$ cat config.mk
export PLATFORM = sky130hd
export DESIGN_NAME = spi_mem_responder
export DESIGN_NICKNAME = d
export VERILOG_FILES = /design/src/rtl/spi_mem_responder.sv
export SDC_FILE = /design/constraint.sdc
export NUM_CORES = 1
export LEC_CHECK = 0
export ABC_AREA = 1
export ABC_CLOCK_PERIOD_IN_PS = 2370
export CORE_MARGIN = 8
export CORE_UTILIZATION = 42
export CTS_CLUSTER_SIZE = 40
export DETAILED_ROUTE_END_ITERATION = 7
export GPL_ROUTABILITY_DRIVEN = 0
export PLACE_DENSITY = 0.55
export SLEW_MARGIN = 0
export SYNTH_ARGS = -nofsm -noshare
export SYNTH_HDL_FRONTEND = slang
export SYNTH_SLANG_ARGS = --single-unit
$ cat constraint.sdc
create_clock -name clk -period 2.37 [get_ports clk]
set_input_delay 0.237 -clock clk [delete_from_list [all_inputs] [get_ports clk]]
set_output_delay 0.237 -clock clk [all_outputs]
set_load 0.01 [all_outputs]
$ cat src/rtl/spi_mem_responder.sv
// rtl/spi_mem_responder.sv - SPI mode-0 byte-addressed memory responder (read 0x03 / write 0x02)
module spi_mem_responder #(
    parameter int DEPTH = 64,
    parameter int AW    = $clog2(DEPTH)
) (
    input  logic clk,
    input  logic rst_n,
    input  logic spi_cs,
    input  logic spi_sclk,
    input  logic spi_mosi,
    output logic spi_miso,
    output logic spi_miso_oe,
    output logic busy
);

    typedef enum logic [2:0] {
        S_IDLE, S_CMD, S_ADDR, S_RDATA, S_WDATA, S_IGNORE
    } state_t;

    state_t       r_state;
    state_t       w_next;
    logic         r_cs_meta, r_cs_sync, r_cs_prev;
    logic         r_sclk_meta, r_sclk_sync, r_sclk_prev;
    logic         r_mosi_meta, r_mosi_sync;
    logic [1:0]   r_vld;
    logic         r_armed;
    logic [4:0]   r_cnt;
    logic [6:0]   r_shift;
    logic [AW-1:0] r_addr;
    logic         r_is_write;
    logic [2:0]   r_rbit;
    logic         r_miso;
    logic [7:0]   r_mem [DEPTH];

    logic         w_cs_fall, w_cs_rise, w_sclk_rise, w_sclk_fall, w_oe;
    logic [7:0]   w_byte;

    always_ff @(posedge clk or negedge rst_n) begin
        if (!rst_n) begin
            r_cs_meta   <= 1'b1;
            r_cs_sync   <= 1'b1;
            r_cs_prev   <= 1'b1;
            r_sclk_meta <= 1'b0;
            r_sclk_sync <= 1'b0;
            r_sclk_prev <= 1'b0;
            r_mosi_meta <= 1'b0;
            r_mosi_sync <= 1'b0;
            r_vld       <= 2'b00;
            r_armed     <= 1'b0;
        end else begin
            r_cs_meta   <= spi_cs;
            r_cs_sync   <= r_cs_meta;
            r_cs_prev   <= r_cs_sync;
            r_sclk_meta <= spi_sclk;
            r_sclk_sync <= r_sclk_meta;
            r_sclk_prev <= r_sclk_sync;
            r_mosi_meta <= spi_mosi;
            r_mosi_sync <= r_mosi_meta;
            r_vld       <= {r_vld[0], 1'b1};
            // Only a chip select genuinely seen high after reset can produce a falling edge
            r_armed     <= r_armed | (r_vld[1] & r_cs_sync);
        end
    end

    assign w_cs_fall   = r_armed & r_cs_prev & ~r_cs_sync;
    assign w_cs_rise   = r_cs_sync & ~r_cs_prev;
    assign w_sclk_rise = r_sclk_sync & ~r_sclk_prev & ~r_cs_sync;
    assign w_sclk_fall = ~r_sclk_sync & r_sclk_prev & ~r_cs_sync;
    assign w_byte      = {r_shift, r_mosi_sync};

    always_ff @(posedge clk or negedge rst_n) begin
        if (!rst_n) r_state <= S_IDLE;
        else        r_state <= w_next;
    end

    always_comb begin
        w_next = r_state;
        case (r_state)
            S_IDLE:  if (w_cs_fall) w_next = S_CMD;
            S_CMD:   if (w_sclk_rise && r_cnt == 5'd7)
                         w_next = (w_byte == 8'h03 || w_byte == 8'h02) ? S_ADDR : S_IGNORE;
            S_ADDR:  if (w_sclk_rise && r_cnt == 5'd23)
                         w_next = r_is_write ? S_WDATA : S_RDATA;
            default: w_next = r_state;
        endcase
        if (r_state != S_IDLE && w_cs_rise) w_next = S_IDLE;
    end

    always_comb begin
        w_oe        = (r_state == S_RDATA) & ~r_cs_sync;
        spi_miso_oe = w_oe;
        spi_miso    = w_oe & r_miso;
        busy        = (r_state != S_IDLE);
    end

    always_ff @(posedge clk or negedge rst_n) begin
        if (!rst_n) begin
            r_cnt      <= '0;
            r_shift    <= '0;
            r_addr     <= '0;
            r_is_write <= 1'b0;
            r_rbit     <= '0;
            r_miso     <= 1'b0;
            for (int i = 0; i < DEPTH; i++) r_mem[i] <= 8'h00;
        end else if (r_state == S_IDLE || w_cs_rise) begin
            r_cnt      <= '0;
            r_shift    <= '0;
            r_addr     <= '0;
            r_is_write <= 1'b0;
            r_rbit     <= '0;
            r_miso     <= 1'b0;
        end else begin
            case (r_state)
                S_CMD: if (w_sclk_rise) begin
                    r_shift <= {r_shift[5:0], r_mosi_sync};
                    if (r_cnt == 5'd7) begin
                        r_cnt      <= '0;
                        r_is_write <= (w_byte == 8'h02);
                    end else begin
                        r_cnt <= r_cnt + 5'd1;
                    end
                end
                S_ADDR: if (w_sclk_rise) begin
                    r_addr <= {r_addr[AW-2:0], r_mosi_sync};
                    r_cnt  <= (r_cnt == 5'd23) ? 5'd0 : r_cnt + 5'd1;
                end
                // Each byte is fetched bit by bit, so the address bump lands exactly between bytes
                S_RDATA: if (w_sclk_fall) begin
                    r_miso <= r_mem[r_addr][3'd7 - r_rbit];
                    r_rbit <= r_rbit + 3'd1;
                    if (r_rbit == 3'd7) r_addr <= r_addr + 1'b1;
                end
                S_WDATA: if (w_sclk_rise) begin
                    r_shift <= {r_shift[5:0], r_mosi_sync};
                    if (r_cnt == 5'd7) begin
                        r_mem[r_addr] <= w_byte;
                        r_addr        <= r_addr + 1'b1;
                        r_cnt         <= '0;
                    end else begin
                        r_cnt <= r_cnt + 5'd1;
                    end
                end
                default: ;
            endcase
        end
    end

endmodule

==> After elaboration in Yosys (flattened, before gate mapping) <==
Cells that the tools add are included.
{ "classes": {"bitwise": 17, "n_reduce_logical": 25, "magnitude_cmp": 3, "muxes": 41, "n_eq_ne": 18, "shifts": 0, "n_addsub": 4, "n_mul": 0, "n_div": 0} }
{ "ops": {"columns": ["op", "count"], "rows": [
  ["512-bit bitwise mux", 1],
  ["8-bit binary-select mux with 6-bit select", 1],
  ["8-bit demux with 6-bit select", 1],
  ["6-bit two-way mux", 6],
  ["3-bit two-way mux", 9],
  ["5-bit two-way mux", 5],
  ["8-bit two-way mux", 3],
  ["7-bit two-way mux", 3],
  ["3-bit != test, second input constant", 6],
  ["6-bit case mux with 3 select lines", 1],
  ["8-bit by 2-bit == test with 1-bit output, second input constant", 2],
  ["2-bit nonzero test", 6],
  ["1-bit AND", 10],
  ["5-bit case mux with 2 select lines", 1],
  ["3-bit case mux with 3 select lines", 1],
  ["1-bit two-way mux", 8],
  ["4-bit AND reduction", 2],
  ["4-bit nonzero test", 2],
  ["7-bit greater-or-equal comparator, second input constant", 1],
  ["7-bit by 1-bit < comparator with 1-bit output, second input constant", 1],
  ["6-bit NOT with 7-bit output", 1],
  ["6-bit by 1-bit adder with 6-bit output, second input constant", 1],
  ["3-bit by 2-bit == test with 1-bit output, second input constant", 2],
  ["3-bit == test, second input constant", 2],
  ["20 further kinds", 32]
]} }
{ "word_totals": {"in_bits": 5, "ff_bits": 549, "word_cells": 189, "output_inout_bits": 3, "mem_count": 0, "mem_bits_rw": 0, "latchBits": 0, "rom_bits": 0} }

==> Depth between registers and ports, before layout <==
Gate-level depths: netlist of the first run.
{ "depth": {"word_depth": 9, "ltp_mapped": 15, "ltp_nobuf": 12} }

==> Worst setup path after synthesis of the first run <==
Ideal clock, no wire load.
{ "synth_path": {"path_kind": "register to register", "start": "reg r_cnt[0]", "end": "reg r_mem[221] (netlist name)", "period_less_slack_ns": 2.119, "setup_time_ns": 0.133, "arrival_ns": 1.986, "path_stages_with_launch": 12, "path_buffers": 1, "path_slack_ns": 0.251, "required_ns": 2.237, "cell_sequence": "dfrtp_1 ha_1 nand2_1 inv_1 nand3_1 nor2_2 nand2_4 nor4_4 nand2_1 clkbuf_1 nand2_1 o21ai_0"} }
{ "synth_via": {"elab_chain_cells": 2} }
{ "synth_lines": {"columns": ["item", "line_no", "text"], "rows": [
  ["start: declaration", "27", "logic [4:0] r_cnt;"],
  ["start signal: assignment", "120", "r_cnt <= r_cnt + 5'd1;"],
  ["start signal: assignment", "125", "r_cnt <= (r_cnt == 5'd23) ? 5'd0 : r_cnt + 5'd1;"],
  ["start signal: assignment", "140", "r_cnt <= r_cnt + 5'd1;"],
  ["5-bit by 3-bit == test with 1-bit output", "135", "if (r_cnt == 5'd7) begin"],
  ["4-bit AND reduction (no line)", null, null],
  ["end signal: indexed assignment", "136", "r_mem[r_addr] <= w_byte;"],
  ["end: declaration", "33", "logic [7:0] r_mem [DEPTH];"]
]} }
No other way between the ends.
A chain may end at the register's enable or synchronous reset.

==> Worst setup path after layout of the first run <==
{ "layout_path": {"start": "reg r_addr[0]", "end": "reg r_miso"} }
{ "layout_via": {"elab_chain_cells": 9} }
{ "layout_lines": {"columns": ["item", "line_no", "text"], "rows": [
  ["start: declaration", "29", "logic [AW-1:0] r_addr;"],
  ["start signal: assignment", "124", "r_addr <= {r_addr[AW-2:0], r_mosi_sync};"],
  ["start signal: assignment", "131", "if (r_rbit == 3'd7) r_addr <= r_addr + 1'b1;"],
  ["start signal: assignment", "137", "r_addr <= r_addr + 1'b1;"],
  ["6-bit NOT with 7-bit output (implied by the code)", "129", "r_miso <= r_mem[r_addr][3'd7 - r_rbit];"],
  ["8-bit binary-select mux with 6-bit select", "129", null],
  ["8-bit two-way mux (implied by the code) (2 in a row)", "129", null],
  ["1-bit binary-select mux with 3-bit select", "129", null],
  ["1-bit two-way mux (implied by the code)", "129", null],
  ["1-bit two-way mux", "128", "S_RDATA: if (w_sclk_fall) begin"],
  ["1-bit two-way mux", "113", "case (r_state)"],
  ["1-bit two-way mux", "105", "end else if (r_state == S_IDLE || w_cs_rise) begin"],
  ["end signal: assignment", "129", null],
  ["end: declaration", "32", "logic r_miso;"]
]} }
No other way between the ends. The select of a mux whose other input is x is not followed.

==> results of run 1 <==
[placed cells by master, fill, tap and decap left out, types with 10 or more instances in the layout]
cell,n
sky130_fd_sc_hd__buf_12,38
sky130_fd_sc_hd__buf_4,163
sky130_fd_sc_hd__nand3_1,154
sky130_fd_sc_hd__clkbuf_16,61
sky130_fd_sc_hd__o21ai_0,616
sky130_fd_sc_hd__o211ai_1,71
sky130_fd_sc_hd__clkinv_2,12
sky130_fd_sc_hd__o21ai_1,35
sky130_fd_sc_hd__inv_2,10
sky130_fd_sc_hd__nor2_1,186
sky130_fd_sc_hd__or2_2,71
sky130_fd_sc_hd__buf_6,19
sky130_fd_sc_hd__dfrtp_1,543
sky130_fd_sc_hd__clkbuf_1,15
sky130_fd_sc_hd__inv_1,284
sky130_fd_sc_hd__nand2_1,946
sky130_fd_sc_hd__nor2_2,10
sky130_fd_sc_hd__clkbuf_8,16
sky130_fd_sc_hd__nand2_4,15
sky130_fd_sc_hd__nand2_2,20
[worst max-delay path: cells and delay by family (launching register included)]
| kind | cells | cell delay, ns |
|---|---|---|
| AOI/OAI and AO/OA | 1 | 0.21 |
| DFF | 1 | 0.57 |
| and+or+nand+nor | 10 | 1.02 |
| buffers and inverters | 3 | 0.49 |
[flip-flops by register name, indices dropped and copies added (netlist names)]
name	flops
r_addr	6
r_armed	1
r_cnt	5
r_cs_meta	1
r_cs_prev	1
r_cs_sync	1
r_is_write	1
r_mem	512
r_miso	1
r_mosi_meta	1
r_mosi_sync	1
r_rbit	3
r_sclk_meta	1
r_sclk_prev	1
r_sclk_sync	1
r_shift	7
r_state	3
r_vld	2
[kinds of logic (layout without fill, tap and decap cells)]
group	Yosys count	count (layout)	share of synthesized area, %
AOI/OAI and AO/OA	752	752	15.4
xor gates and xnor gates	2	2	0.0680
adders and majority gates	4	4	0.194
buffers and inverters	513	638	7.80
DFF	549	549	53.3
muxes	1	1	0.0388
other	1	2	0.0145
and+or+nand+nor	1436	1437	23.2
[area by class of cell]
cell class | instances | area share, %
inverters | 295 | 3.64
diodes | 1 | 0.00819
multi-input cells | 2197 | 33.9
well taps | 790 | 3.23
clock buffers | 91 | 5.82
clock inverters | 22 | 0.778
repair buffers | 230 | 7.60
flip-flops and latches | 549 | 45.0
[Yosys cell counts, drive strengths merged, types with 3 or more instances]
library cell	number
ha	4
inv	295
o22ai	5
or2	71
o2111ai	3
o21ai	657
buf	68
nor4	8
nand2	983
nor3	5
o211ai	71
nand3	155
clkbuf	150
dfstp	3
nand4	8
dfrtp	546
a21oi	8
nor2	202
[power by group through the flow]
stage | clock (mW) | sequential, mW | combinational (mW)
6_report | 9.48 | 9.53 | 1.67
5_1_grt | 10.0 | 9.53 | 1.83
4_1_cts | 9.71 | 9.52 | 1.56
3_5_place_dp | 0 | 9.69 | 1.54
3_3_place_gp | 0 | 9.68 | 1.51
2_1_floorplan | 0 | 9.66 | 0.800
[worst max path at each step]
stage,startpoint,to,slack [ns],cells after the start
floorplan,r_cnt[0],r_mem[221],0.25,11
global placement,r_addr[0],r_miso,-0.13,13
detailed placement,r_cnt[0],r_mem[152],-0.12,10
CTS,r_cnt[0],r_mem[507],-0.06,11
global route,r_addr[0],r_miso,-0.11,16
finish,r_addr[0],r_miso,-0.001,14
[metrics by stage]
stage          hold slack (ns)  cell area (um2)
3_5_place_dp             0.129            28000
6_report                0.0415            30600
5_1_grt                 0.0221            30600
4_1_cts                0.00726            30100
3_3_place_gp             0.130            28000
2_1_floorplan          -0.0586            25800
[metal layers]
| metal | share of wire [%] | track usage, % | vias up | wire length, um |
|---|---|---|---|---|
| met3 | 5.8 | 3.56 | 130 | 4480 |
| met5 | 0 | 0 | - | 0 |
| li1 | - | - | 10600 | - |
| met4 | 3.2 | 7.28 | 0 | 2440 |
| met2 | 46 | 34.0 | 590 | 35100 |
| met1 | 45 | 30.1 | 10500 | 34800 |
[what timing repair did]
item	CTS	global route
resized for setup	33	110
pin swaps	0	9
hold endpoints to repair	485	0
hold buffers	2	0
cloned	0	5
setup endpoints to repair	124	402
setup buffers	0	16
==> insert_results.sql, run 1 <==
INSERT INTO impl_metrics (metric_group, metric, value, unit) VALUES
('outcome', 'run_status', 'complete, but fails checks', ''),
('outcome', 'violations_in_the_final_reports', 'negative setup slack', ''),
('worst_setup_path', 'worst_setup_path_end_kind', 'register', ''),
('finish', 'layout.nets', '3342', ''),
('finish', 'drive_gt1_share', '14.3', '%'),
('hold_path', 'number_of_stages_on_the_worst_hold_path', '1', ''),
('grt', 'grt_antenna_before_repair', '2', ''),
('worst_setup_path', 'critical_path_required', '2.89', 'ns'),
('floorplan', 'floorplan.core_area', '61300', 'um2'),
('clocking', 'tritoncts_num_sinks', '549', ''),
('worst_setup_path', 'worst-path-max-fanout', '19', ''),
('worst_setup_path', 'crit_arrival', '2.89', 'ns'),
('timing', 'min_period_over_period', '100', '%'),
('yosys', 'synth.top_cell.area_share', '53.0', '%'),
('hold_path', 'end_point_of_the_most_critical_hold_path', 'r_sclk_meta', ''),
('timing', 'final-setup-viol-count', '1', ''),
('job', 'max-cap-violations', '0', ''),
('routing', 'routed_wirelength', '76.8', 'mm'),
('floorplan', 'die-area', '69600', 'um2'),
('hold_path', 'min_path_type', 'in2reg', ''),
('yosys', 'synth_fp_nets', '3267', ''),
('yosys', 'dominant_cell_type_by_area_after_synthesis', 'sky130_fd_sc_hd__dfrtp_1', ''),
('clocking', 'clk_pin_slew', '0.06', 'ns'),
('power', 'internal_cell_power', '15.6', 'mW'),
('worst_setup_path', 'cp_common_cell', 'sky130_fd_sc_hd__nand3_1', ''),
('timing', 'finClkSkew', '0.0387', 'ns'),
('power', 'p_clk_share', '45.8', '%'),
('place', 'place_inst', '4038', ''),
('hold_path', 'worstHoldStart', 'spi_sclk', ''),
('timing', 'finalHoldViolCount', '0', ''),
('timing', 'max_slew_margin', '47.4', '%'),
('worst_setup_path', 'r2r_slack', '-0.001', 'ns'),
('finish', 'multi_input_gate_area_in_the_final_layout', '10400', 'um2'),
('worst_setup_path', 'timing.critical_path.slowest_stage_cell', 'sky130_fd_sc_hd__dfrtp_4', ''),
('routing', 'detailedRoute.firstIterationViolations', '2037', ''),
('yosys', 'syn-mean-instance-area', '7.91', 'um2'),
('timing', 'min_period', '2.37', 'ns'),
('routing', 'drc_errors', '0', ''),
('worst_setup_path', 'max_stage_delay', '0.57', 'ns'),
('power', 'power.combinational.fraction', '8.1', '%'),
('floorplan', 'die-height', '264', 'um'),
('clocking', 'cts-buffers-inserted', '60', ''),
('grt', 'global_route_wire_length_before_repair', '121', 'mm'),
('power', 'vdd.ir_drop.worst', '580', 'uV'),
('grt', 'grt_pass1_vias', '21100', ''),
('power', 'total_leakage_power', '14.1', 'nW'),
('clocking', 'cts.path.max_buffers', '3', ''),
('floorplan', 'die_w', '264', 'um'),
('power', 'p_sw', '5.11', 'mW'),
('clocking', 'cts-htree-levels', '2', ''),
('power', 'power-per-cell-area', '677', 'nW/um2'),
('yosys', 'fraction_of_the_yosys_area_taken_by_sequential_cells', '53.3', '%'),
('worst_setup_path', 'timing.critical_path.from_type', 'register', ''),
('worst_setup_path', 'startpoint_to_endpoint_class_of_the_critical_path', 'reg2reg', ''),
('timing', 'tns', '-0.00125', 'ns'),
('power', 'power_switching_share', '24.7', '%'),
('yosys', 'synthTopCellsByArea', 'sky130_fd_sc_hd__dfrtp_1, sky130_fd_sc_hd__nand2_1, sky130_fd_sc_hd__o21ai_0, sky130_fd_sc_hd__inv_1, sky130_fd_sc_hd__nand3_1', ''),
('grt', 'global_route.usage.total', '21.6', '%'),
('worst_setup_path', 'worst-r2r-cell-count', '14', ''),
('yosys', 'cell_area_after_synthesis', '25800', 'um2'),
('timing', 'timing.final.ws_setup', '-0.00125', 'ns'),
('routing', 'vias_per_cell', '5.23', ''),
('finish', 'synthToLayoutAreaGrowth', '18.5', '%'),
('routing', 'first_pass_iters', '6', ''),
('routing', 'postRouteAntennaNets', '0', ''),
('finish', 'combined_flip_flop_and_latch_cell_area', '13700', 'um2'),
('yosys', 'yosys_register_bits', '549', ''),
('finish', 'fill_cells', '5885', ''),
('yosys', 'number_of_flops_mapped_to_enable_cells_by_yosys', '0', ''),
('timing', 'maxSlewViolCount', '0', ''),
('power', 'p_seq_share', '46.1', '%');
No activity file was read; power rests on OpenSTA's default activity.
==> run 2, diff against run 1 <==
--- a/config.mk
+++ b/config.mk
@@ -7,7 +7,7 @@
 export LEC_CHECK = 0
 export ABC_AREA = 1
 export ABC_CLOCK_PERIOD_IN_PS = 2370
-export CORE_MARGIN = 8
+export CAP_MARGIN = 10
 export CORE_UTILIZATION = 42
 export CTS_CLUSTER_SIZE = 40
 export DETAILED_ROUTE_END_ITERATION = 7
==> insert_results.sql, run 2 (synthesis results as in run 1) <==
INSERT INTO impl_metrics (metric_group, metric, value, unit) VALUES
('routing', 'drc_errors', '0', ''),
('worst_setup_path', 'max_stage_delay', '0.57', 'ns'),
('worst_setup_path', 'crit_path_end', 'r_miso', ''),
('grt', 'grt_start_max_net_pins', '67', ''),
('timing', 'min_period', '2.49', 'ns'),
('finish', 'layout.nets', '3341', ''),
('clocking', 'clk_pin_slew', '0.07', 'ns'),
('clocking', 'cts.path.max_buffers', '3', ''),
('floorplan', 'initial_core_util', '42.6', '%'),
('floorplan', 'floorplan.core_area', '60500', 'um2'),
('floorplan', 'die-area', '62400', 'um2'),
('finish', 'synthToLayoutAreaGrowth', '19.0', '%'),
('finish', 'biggestRegsByFlops', 'r_mem: 512 flops, r_shift: 7 flops, r_addr: 6 flops', ''),
('routing', 'first_pass_iters', '6', ''),
('worst_setup_path', 'timing.critical_path.slowest_stage_cell', 'sky130_fd_sc_hd__dfrtp_4', ''),
('place', 'dpl.hpwl', '49.8', 'mm'),
('floorplan', 'die-height', '250', 'um'),
('timing', 'final-setup-viol-count', '1', ''),
('clocking', 'clkLatencyLatePin', '0.63', 'ns'),
('routing', 'routed-via-count', '21600', ''),
('timing', 'max_slew_margin', '50.9', '%'),
('worst_setup_path', 'worst-r2r-cell-count', '13', ''),
('power', 'total_leakage_power', '14.2', 'nW'),
('clocking', 'cts-buffers-inserted', '60', ''),
('worst_setup_path', 'cpLargestDelayFamily', 'simple AND/OR/NAND/NOR gates', ''),
('power', 'post-layout-total-power', '20.7', 'mW'),
('finish', 'drive_gt1_share', '14.4', '%'),
('worst_setup_path', 'rr_startpoint', 'r_addr[0]', ''),
('clocking', 'clock_tree_from_tritoncts', 'built', ''),
('finish', 'most_frequent_standard_cell_in_the_layout_excluding_fill_and_tap_cells', 'sky130_fd_sc_hd__nand2_1', ''),
('timing', 'tns', '-0.124', 'ns'),
('finish', 'antenna_cells_inserted', '0', ''),
('finish', 'final_cell_mix', 'sky130_fd_sc_hd__nand2_1, sky130_fd_sc_hd__o21ai_0, sky130_fd_sc_hd__dfrtp_1', ''),
('routing', 'detailedRoute.firstIterationViolations', '1809', ''),
('timing', 'slew_of_the_pin_with_the_lowest_slew_margin', '0.737', 'ns'),
('place', 'place_inst', '4030', ''),
('grt', 'grt_antenna_before_repair', '0', ''),
('place', 'portBuffers', '7', ''),
('timing', 'min_period_over_period', '105', '%'),
('worst_setup_path', 'cp_num_buf_inv', '3', ''),
('grt', 'grt_pass1_vias', '21100', ''),
('finish', 'registers.top_by_ff_count', 'r_mem', ''),
('worst_setup_path', 'regToRegEndpoint', 'r_miso', ''),
('finish', 'stdcell_count', '4163', ''),
('clocking', 'cts-htree-levels', '2', ''),
('worst_setup_path', 'number_of_cells_on_the_critical_path', '13', ''),
('routing', 'vias_per_cell', '5.20', ''),
('finish', 'fill_cells', '5755', ''),
('worst_setup_path', 'worst_setup_path_end_kind', 'register', ''),
('worst_setup_path', 'crit_arrival', '3.01', 'ns'),
('worst_setup_path', 'critical_path_start', 'r_addr[0]', ''),
('worst_setup_path', 'r2r_slack', '-0.12', 'ns'),
('timing', 'achievable-frequency', '0.401', 'GHz'),
('grt', 'global_route_wire_length_before_repair', '123', 'mm'),
('floorplan', 'die_w', '250', 'um'),
('worst_setup_path', 'timing.critical_path.from_type', 'register', ''),
('timing', 'unrepaired_setup_endpoints_after_global_routing', 'yes', ''),
('clocking', 'tritoncts_num_sinks', '549', ''),
('routing', 'routed_wirelength', '77.8', 'mm'),
('timing', 'finClkSkew', '0.0355', 'ns'),
('floorplan', 'row_count', '90', ''),
('routing', 'wl_per_cell', '18.7', 'um'),
('worst_setup_path', 'critical_path_required', '2.89', 'ns'),
('hold_path', 'min_path_type', 'in2reg', ''),
('outcome', 'run_status', 'complete, but fails checks', ''),
('worst_setup_path', 'startpoint_to_endpoint_class_of_the_critical_path', 'reg2reg', ''),
('power', 'power-per-cell-area', '676', 'nW/um2'),
('floorplan', 'ios', '8', ''),
('timing', 'finalHoldViolCount', '0', ''),
('grt', 'grt-ovfl-total', '0', ''),
('outcome', 'violations_in_the_final_reports', 'negative setup slack', ''),
('clocking', 'clockRootBuffer', 'sky130_fd_sc_hd__clkbuf_16', ''),
('routing', 'postRouteAntennaNets', '0', ''),
('finish', 'largest_reg_flops', '512', ''),
('worst_setup_path', 'worst-path-max-fanout', '16', ''),
('power', 'vdd.ir_drop.worst', '537', 'uV'),
('grt', 'global_route.usage.total', '25.1', '%'),
('timing', 'maxSlewViolCount', '0', ''),
('timing', 'timing.final.ws_setup', '-0.124', 'ns'),
('timing', 'worst_hold_margin', '0.0426', 'ns'),
('job', 'max-cap-violations', '0', ''),
('worst_setup_path', 'crit_chain', 'buf_8 > buf_16 > buf_8 > o211ai_1 > nand2_1 > o21ai_4 > nand2_2 > nor2_4 > nand2_1 > nand3_1 > nand3_1 > nand3_1 > nand2_1', '');
[run 2: worst min path at each step]
stage	from	end	slack, ns	cells after the start
after floorplan	rst_n	r_addr[0]	-0.06	0
after global placement	rst_n	r_mem[338]	0.30	1
after detailed placement	rst_n	r_mem[362]	0.31	1
after CTS	spi_mosi	r_mosi_meta	0.01	1
after global routing	spi_mosi	r_mosi_meta	0.03	1
final	spi_mosi	r_mosi_meta	0.04	1
[run 2: timing repair]
action                     CTS  global route
buffers inserted             0            16
setup endpoints to repair  206           401
hold buffers                 2             0
pin swaps                    2            12
cloned                       0             4
gates resized for setup     42            86
hold endpoints to repair    52             0
[run 2: layout make-up]
cell class              count  area (um2)  share of cell area, %
clock buffers              85        1790                   5.82
clock inverters            26         243                  0.791
inverters                 295        1110                   3.63
multi-input cells        2196       10400                   33.8
flip-flops and latches    549       13700                   44.8
well taps                 782         978                   3.19
repair buffers            230        2440                   7.96
[run 2: metrics by stage]
step / worst slack (ns) / util (%) / area, um2
5_1_grt: -0.202 / 50.7 / 30700
6_report: -0.124 / 50.7 / 30700
3_5_place_dp: -0.404 / 46.3 / 28000
4_1_cts: -0.0824 / 49.9 / 30200
3_3_place_gp: -0.426 / 46.3 / 28000
2_1_floorplan: 0.251 / - / 25800
[run 2: power breakdown]
part | leakage (nW) | total (mW) | switching (mW) | internal [mW]
sequential | 7.63 | 9.51 | 0.0725 | 9.44
combinational | 5.53 | 1.66 | 1.14 | 0.524
clock | 0.997 | 9.57 | 4.01 | 5.56
[run 2: layer usage]
metal	GRT usage, %	vias to the layer above	wire length, um
met5	0	-	0
met4	6.97	0	1880
li1	-	10600	-
met3	3.70	104	3670
met1	36.0	10500	36500
met2	39.6	477	35800
[run 2: worst reg2reg max path: stages (launching register included)]
cell and delay [ns]:
sky130_fd_sc_hd__dfrtp_4 0.57, sky130_fd_sc_hd__buf_8 0.18, sky130_fd_sc_hd__buf_16 0.16, sky130_fd_sc_hd__buf_8 0.15, sky130_fd_sc_hd__o211ai_1 0.30, sky130_fd_sc_hd__nand2_1 0.15
sky130_fd_sc_hd__o21ai_4 0.26, sky130_fd_sc_hd__nand2_2 0.10, sky130_fd_sc_hd__nor2_4 0.15, sky130_fd_sc_hd__nand2_1 0.07, sky130_fd_sc_hd__nand3_1 0.08, sky130_fd_sc_hd__nand3_1 0.07
sky130_fd_sc_hd__nand3_1 0.08, sky130_fd_sc_hd__nand2_1 0.06
==> run 3, diff against run 2 <==
--- a/config.mk
+++ b/config.mk
@@ -6,7 +6,6 @@
 export NUM_CORES = 1
 export LEC_CHECK = 0
 export ABC_AREA = 1
-export ABC_CLOCK_PERIOD_IN_PS = 2370
 export CAP_MARGIN = 10
 export CORE_UTILIZATION = 42
 export CTS_CLUSTER_SIZE = 40
==> results of run 3 <==
No change in the layout: final DEF, timing and power equal those of run 2.
